==> src/rtl/trivium_stream_cipher.sv <==
// Trivium stream cipher producing W keystream bits per clock; XORs them onto a valid/ready word stream.
// Latency: start -> INIT for INIT_ROUNDS/W cycles -> RUN; input word fire -> out_valid one cycle later.
// Backpressure: single output register, in_ready = !out_valid | out_ready; keystream advances only on input fire.
module trivium_stream_cipher #(
    parameter int W           = 8,
    parameter int INIT_ROUNDS = 1152,
    parameter int CNT_W       = 32
) (
    input  logic             clk,
    input  logic             reset,
    input  logic [79:0]      key,
    input  logic [79:0]      iv,
    input  logic             start,
    output logic             busy,
    output logic             ready_ks,
    input  logic             in_valid,
    output logic             in_ready,
    input  logic [W-1:0]     in_data,
    output logic             out_valid,
    input  logic             out_ready,
    output logic [W-1:0]     out_data,
    output logic [CNT_W-1:0] word_cnt
);

    typedef enum logic [1:0] {IDLE, INIT, RUN} state_t;

    state_t         state_q;
    state_t         state_d;
    logic [287:0]   st_q;      // s(i) lives in st_q[i-1]
    logic [287:0]   st_adv;    // state after W rounds
    logic [W-1:0]   ks;        // keystream for this advance, LSB earliest
    logic [31:0]    rnd_cnt_q;
    logic           in_fire;
    logic           out_fire;
    logic           init_done;

    assign busy      = (state_q == INIT);
    assign ready_ks  = (state_q == RUN);
    assign in_ready  = (state_q == RUN) && (!out_valid || out_ready);
    assign in_fire   = in_valid && in_ready;
    assign out_fire  = out_valid && out_ready;
    assign init_done = (rnd_cnt_q + 32'(W)) == 32'(INIT_ROUNDS);

    // Unrolled W Trivium rounds; round k yields keystream bit k.
    always_comb begin
        logic t1, t2, t3;
        st_adv = st_q;
        ks     = '0;
        t1     = 1'b0;
        t2     = 1'b0;
        t3     = 1'b0;
        for (int k = 0; k < W; k++) begin
            t1    = st_adv[65]  ^ st_adv[92];
            t2    = st_adv[161] ^ st_adv[176];
            t3    = st_adv[242] ^ st_adv[287];
            ks[k] = t1 ^ t2 ^ t3;
            t1    = t1 ^ (st_adv[90]  & st_adv[91])  ^ st_adv[170];
            t2    = t2 ^ (st_adv[174] & st_adv[175]) ^ st_adv[263];
            t3    = t3 ^ (st_adv[285] & st_adv[286]) ^ st_adv[68];
            st_adv = {st_adv[286:177], t2, st_adv[175:93], t1, st_adv[91:0], t3};
        end
    end

    // FSM state register.
    always_ff @(posedge clk or negedge reset) begin
        if (!reset) begin
            state_q <= IDLE;
        end else begin
            state_q <= state_d;
        end
    end

    // Next state: start wins from any state; INIT hands over to RUN after the last warm-up advance.
    always_comb begin
        state_d = state_q;
        if (start) begin
            state_d = INIT;
        end else begin
            case (state_q)
                INIT:    if (init_done) state_d = RUN;
                default: state_d = state_q;
            endcase
        end
    end

    // Cipher state, warm-up counter, output register and word counter.
    always_ff @(posedge clk or negedge reset) begin
        if (!reset) begin
            st_q      <= '0;
            rnd_cnt_q <= '0;
            out_valid <= 1'b0;
            out_data  <= '0;
            word_cnt  <= '0;
        end else if (start) begin
            st_q      <= {3'b111, 112'b0, iv, 13'b0, key};
            rnd_cnt_q <= '0;
            word_cnt  <= '0;
            out_valid <= 1'b0;
        end else begin
            if (state_q == INIT) begin
                st_q      <= st_adv;
                rnd_cnt_q <= rnd_cnt_q + 32'(W);
            end
            if (in_fire) begin
                st_q      <= st_adv;
                out_data  <= in_data ^ ks;
                out_valid <= 1'b1;
                word_cnt  <= word_cnt + CNT_W'(1);
            end else if (out_fire) begin
                out_valid <= 1'b0;
            end
        end
    end

endmodule

==> config.mk <==
export PLATFORM = sky130hd
export DESIGN_NAME = trivium_stream_cipher
export DESIGN_NICKNAME = d
export VERILOG_FILES = /design/src/rtl/trivium_stream_cipher.sv
export SDC_FILE = /design/constraint.sdc
export NUM_CORES = 1
export LEC_CHECK = 0
export ABC_AREA = 1
export BUFFER_PORTS_ARGS = -buffer_cell sky130_fd_sc_hd__buf_2
export CORE_UTILIZATION = 40
export DETAILED_ROUTE_END_ITERATION = 12
export MAX_ROUTING_LAYER = met4
export SYNTH_ARGS = -nofsm -noshare
export SYNTH_HDL_FRONTEND = slang
export SYNTH_SLANG_ARGS = --single-unit
==> constraint.sdc <==
create_clock -name clk -period 2.1 [get_ports clk]
set_input_delay 0.42 -clock clk [delete_from_list [all_inputs] [get_ports clk]]
set_output_delay 0.42 -clock clk [all_outputs]
set_load 0.02 [all_outputs]
Word level (Yosys, flattened, before mapping)
Cells that the tools add are included.

operators by class
  add/subtract/negate cells = 2
  $mul = 0
  div/mod/pow operators = 0
  $lt $le $gt $ge = 0
  equal/unequal tests = 3
  shifts and indexed selects = 0
  muxes and demuxes = 13
  bitwise operators = 114
  reduce and logical (&&, ||, !) cells = 12

operator list
  kind                     count
  $mux W288                3
  $mux W32                 4
  $xor A1 B1 Y1            88
  $add A32 B1 Y32 const B  1
  $add A32 B4 Y32 const B  1
  $eq A32 B11 Y1 const B   1
  $and A1 B1 Y1            24
  $xor A8 B8 Y8            1
  $mux W2                  3
  $reduce_bool A2 Y1       3
  $reduce_bool A3 Y1       2
  $reduce_and A2 Y1        2
  $logic_and A1 B1 Y1      3
  $mux W1                  3
  $eq A2 B1 Y1 const B     1
  $eq A2 B2 Y1 const B     1
  $logic_not A1 Y1         1
  $logic_or A1 B1 Y1       1
  $not A1 Y1               1

word-level totals
  bits in registers = 363
  latch bits = 0
  bits in writable memories = 0
  bits in read-only memories = 0
  bits of input ports = 173
  output and inout port bits = 44
  logic and storage cells = 150
  memories kept = 0

Logic depth before layout (Yosys ltp)
  word-level depth = 6
  depth in mapped cells = 14
  depth with buffers taken out = 14

Least setup slack after synthesis
No wires, ideal clock.

  path kind = register to register
  start = register word_cnt[0]
  end = register word_cnt[20]
  setup time = 0.120 ns
  data arrival time = 1.793 ns
  data required time = 1.980 ns
  path slack = 0.188 ns
  stages on the path, launching flop included = 10
  buffers on the path = 0
  period minus slack after synthesis = 1.912 ns
  cells stage by stage = dfrtp_1 -> ha_1 -> nand3_1 -> nor3_4 -> nand3_2 -> nor2_4 -> nand3_2 -> nor2_1 -> nand2_1 -> and3_1

on the way
  longest elaborated chain between the ends = 3

ends and longest elaborated chain
  what                    RTL line  source
  start, declared         22        output logic [CNT_W-1:0] word_cnt
  start signal, assigned  108       word_cnt <= word_cnt + CNT_W'(1);
  $add A32 B1 Y32         108
  $mux W32                104       if (in_fire) begin
  $mux W32                94        end else if (start) begin

No other way between the ends. The select of a mux whose other input is x is not followed.
A chain may end at the register's enable or synchronous reset.

Worst setup path in the final report
  start = register rnd_cnt_q[3]
  end = register state_q[0]

on the way
  longest elaborated chain between the ends = 4

ends and longest elaborated chain
  what                          RTL line  source
  start, declared               32        logic [31:0] rnd_cnt_q;
  start signal, assigned        102       rnd_cnt_q <= rnd_cnt_q + 32'(W);
  $add A32 B4 Y32               42        assign init_done = (rnd_cnt_q + 32'(W)) == 32'(INIT_ROUNDS);
  $eq A32 B11 Y1                42
  $reduce_bool A2 Y1 (no line)  --
  $reduce_and A2 Y1 (no line)   --
  end signal, assigned          69        state_q <= state_d;
  end, declared                 27        state_t state_q;

No other way between the ends.

==> flow_summary.yaml <==
run_status:
  status: "finished, final reports clean"
timing:
  min_period_over_period_pct: 94.5
  rsz0062_at_grt: "true"
  worst_hold_slack_ps: 106
  fin_crit_ps: 1990
  setup-violations-final: 0
  finClkSkew_ps: 9.61
  drv_slew: 0
  hold_viol_final: 0
  fmax_mhz: 504
  slew_headroom_pct: 60.1
  tightestPinTransition_ps: 595
  finalSetupTns_ps: 0
yosys:
  async_flop_share_pct: 100
  seq_area_frac_synth_pct: 51.8
  yosys_warnings: 0
  syn_area_um2: 17400
  synth_edf_count: 0
  avgSynthCellArea_um2: 8.59
  synth-seq-cells: 360
  yosysUniqueCellTypes: 40
  synth_nets: 2201
  synth_ff_type: "dfrtp_1"
  synth_cells: 2026
floorplan:
  core_um2: 43000
  num_rows: 76
  die_y_um: 211
  die_w_um: 211
  die_area_um2: 44300
  pin_count: 217
  start_util_pct: 40.5
grt:
  grt_max_degree: 118
  grt_pass1_vias: 13800
  grt_overflow: 0
  track_usage_pct: 21.7
  antenna_found_initial: 2
  grt_pass1_wl_mm: 74.1
power_and_ir_drop:
  p_int_mw: 12.7
  p_sw_mw: 4.14
  powerDensity_nw_per_um2: 809
  p_clk_share_pct: 45.4
  power.leakage_nw: 9.55
  ir_worst_vdd_uv: 612
  swShare_pct: 24.6
  p_seq_share_pct: 44.5
  combPwrFrac_pct: 10.1
place:
  port_buffers: 216
  detailedPlacementHpwl_mm: 33.0
  gp_congestion: 0.926
routing:
  vias: 14300
  drc: 0
  drt_iter0_markers: 1057
  via_per_inst: 5.04
  drt_wl_total_mm: 46.5
  antenna_left: 0
  drt_first_pass_iters: 5
  wl_per_cell_um: 16.4
layout:
  syn_to_final_growth_pct: 19.5
  final_common_cell: "nand2_1"
  final_cell_mix: "378 x nand2_1, 358 x dfrtp_1, 341 x inv_1, 232 x o21ai_0, 215 x buf_2"
  layout-drive-gt1-share_pct: 16.8
  nets: 2394
setup_path:
  setup.worst_path.end_class: "flip-flop"
  rrSetupSlack_ps: 110
  worst_r2r_path_depth: 14
  reg2reg_to: "state_q[0]$_DFFE_PN0P_"
  r2r_start: "rnd_cnt_q[3]$_DFFE_PN0P_"
  worstPathArrival_ps: 2430
  cp_max_fo: 7
  path_class: "reg2reg"
  worstSetupStartpointType: "flip-flop"
  required_ps: 2540
clock_network:
  cts_tree: "yes"
  cts_buffers: 41
  path_clk_slew_ps: 60
  htree_levels: 2
  clock_latency_ps: 560
  clock_path_buffers: 3
  cts_root_buffer: "clkbuf_16"
  cts_sinks: 360
hold_path:
  hold_path_class: "in2reg"
  holdPathEnd: "st_q[172]$_DFFE_PN0P_"
  hold_depth: 3
  hold_start: "iv[79]"
flow_run:
  maxCapViolations: 0
[flip-flops by register name (all words and copies together), names as in the netlist]
register   cells
out_data       8
out_valid      1
rnd_cnt_q     29
st_q         288
state_q        2
word_cnt      32
[cell families (layout without fill, tap and decap cells)]
family | count (synthesis) | count (layout) | share of synthesized area [%]
buffers and inverters | 452 | 678 | 10.1
AOI/OAI and AO/OA | 566 | 566 | 19.6
DFF | 360 | 360 | 51.8
adders and majority gates | 2 | 2 | 0.144
xor gates and xnor gates | 88 | 88 | 4.43
and+or+nand+nor | 558 | 558 | 13.9
other | 0 | 2 | 0
[timing repair]
action | CTS | global route
setup buffers | 0 | 2
hold endpoints to repair | 38 | 0
resized for setup | 0 | 16
endpoints found under the setup margin | 0 | 24
hold buffers | 1 | 0
[power by group through the flow]
stage          registers (mW)  clock network (mW)  logic [mW]
2_1_floorplan            7.55                   0       0.986
3_3_place_gp             7.59                   0        1.68
3_5_place_dp             7.59                   0        1.71
4_1_cts                  7.47                7.81        1.72
5_1_grt                  7.51                8.09        1.92
6_report                 7.47                7.63        1.70
[cell usage after synthesis (all sizes together) (10+ instances only)]
cell,instances,area share [%]
nand3,39,1.4
nand2,385,8.5
buf,42,1.2
clkbuf,65,1.5
nor2,93,2.6
nand4,10,0.36
dfrtp,360,52
nor3,19,0.68
xnor2,30,1.5
inv,345,7.4
o22ai,115,4.1
a21oi,40,1.2
xor2,58,2.9
o21ai,240,6.9
o211ai,160,6.9
[per-layer routing]
layer	track usage, %	part of all wire (%)	vias to the layer above
li1	-	-	7054
met4	4.70	1.7	0
met3	3.87	5.6	62
met1	30.9	48	6815
met2	32.1	44	365
met5	-	0	-
[through the flow]
step	cells	total power [mW]	utilization [%]	cell area, um2	worst slack [ps]
floorplan	2026	8.54	-	17400	188
global placement	2758	9.26	44.8	19300	58.3
detailed placement	2758	9.30	44.8	19300	45.0
CTS	2835	17.0	48.2	20700	42.9
global route	2839	17.5	48.3	20800	-41.1
finish	2839	16.8	48.3	20800	115
[area by class of cell]
cell class | count | area (um2)
fill | 4205 | 22200
sequential | 360 | 9010
multi-input combinational | 1214 | 6680
timing repair buffer | 257 | 1590
inverter | 345 | 1310
clock buffer | 64 | 1280
tap | 585 | 732
clock inverter | 12 | 166
antenna | 2 | 5.00
[worst max-delay path by stage]
stage	start	to	slack (ps)	cells after the start
floorplan	word_cnt[0]$_DFFE_PN0P_	word_cnt[20]$_DFFE_PN0P_	190	9
global placement	start	rnd_cnt_q[16]$_DFFE_PN0P_	60	5
detailed placement	out_ready	st_q[243]$_DFFE_PN0P_	50	7
CTS	word_cnt[0]$_DFFE_PN0P_	word_cnt[20]$_DFFE_PN0P_	40	9
global route	state_q[0]$_DFFE_PN0P_	word_cnt[20]$_DFFE_PN0P_	-40	9
finish	rnd_cnt_q[3]$_DFFE_PN0P_	state_q[0]$_DFFE_PN0P_	110	14
[critical path: stages, from the launching register on]
cell and delay [ps]:
dfrtp_1 370, ha_2 220, nand2_2 80, nor2_4 200, nand2_4 130, nor2_2 220, nand2_1 70, nand2_1 60
nand2_1 60, nor2_1 80, nand2_1 80, nor2_2 90, nand3_2 90, nand2_1 70, nand2_1 40
No activity file was read; power rests on OpenSTA's default activity.
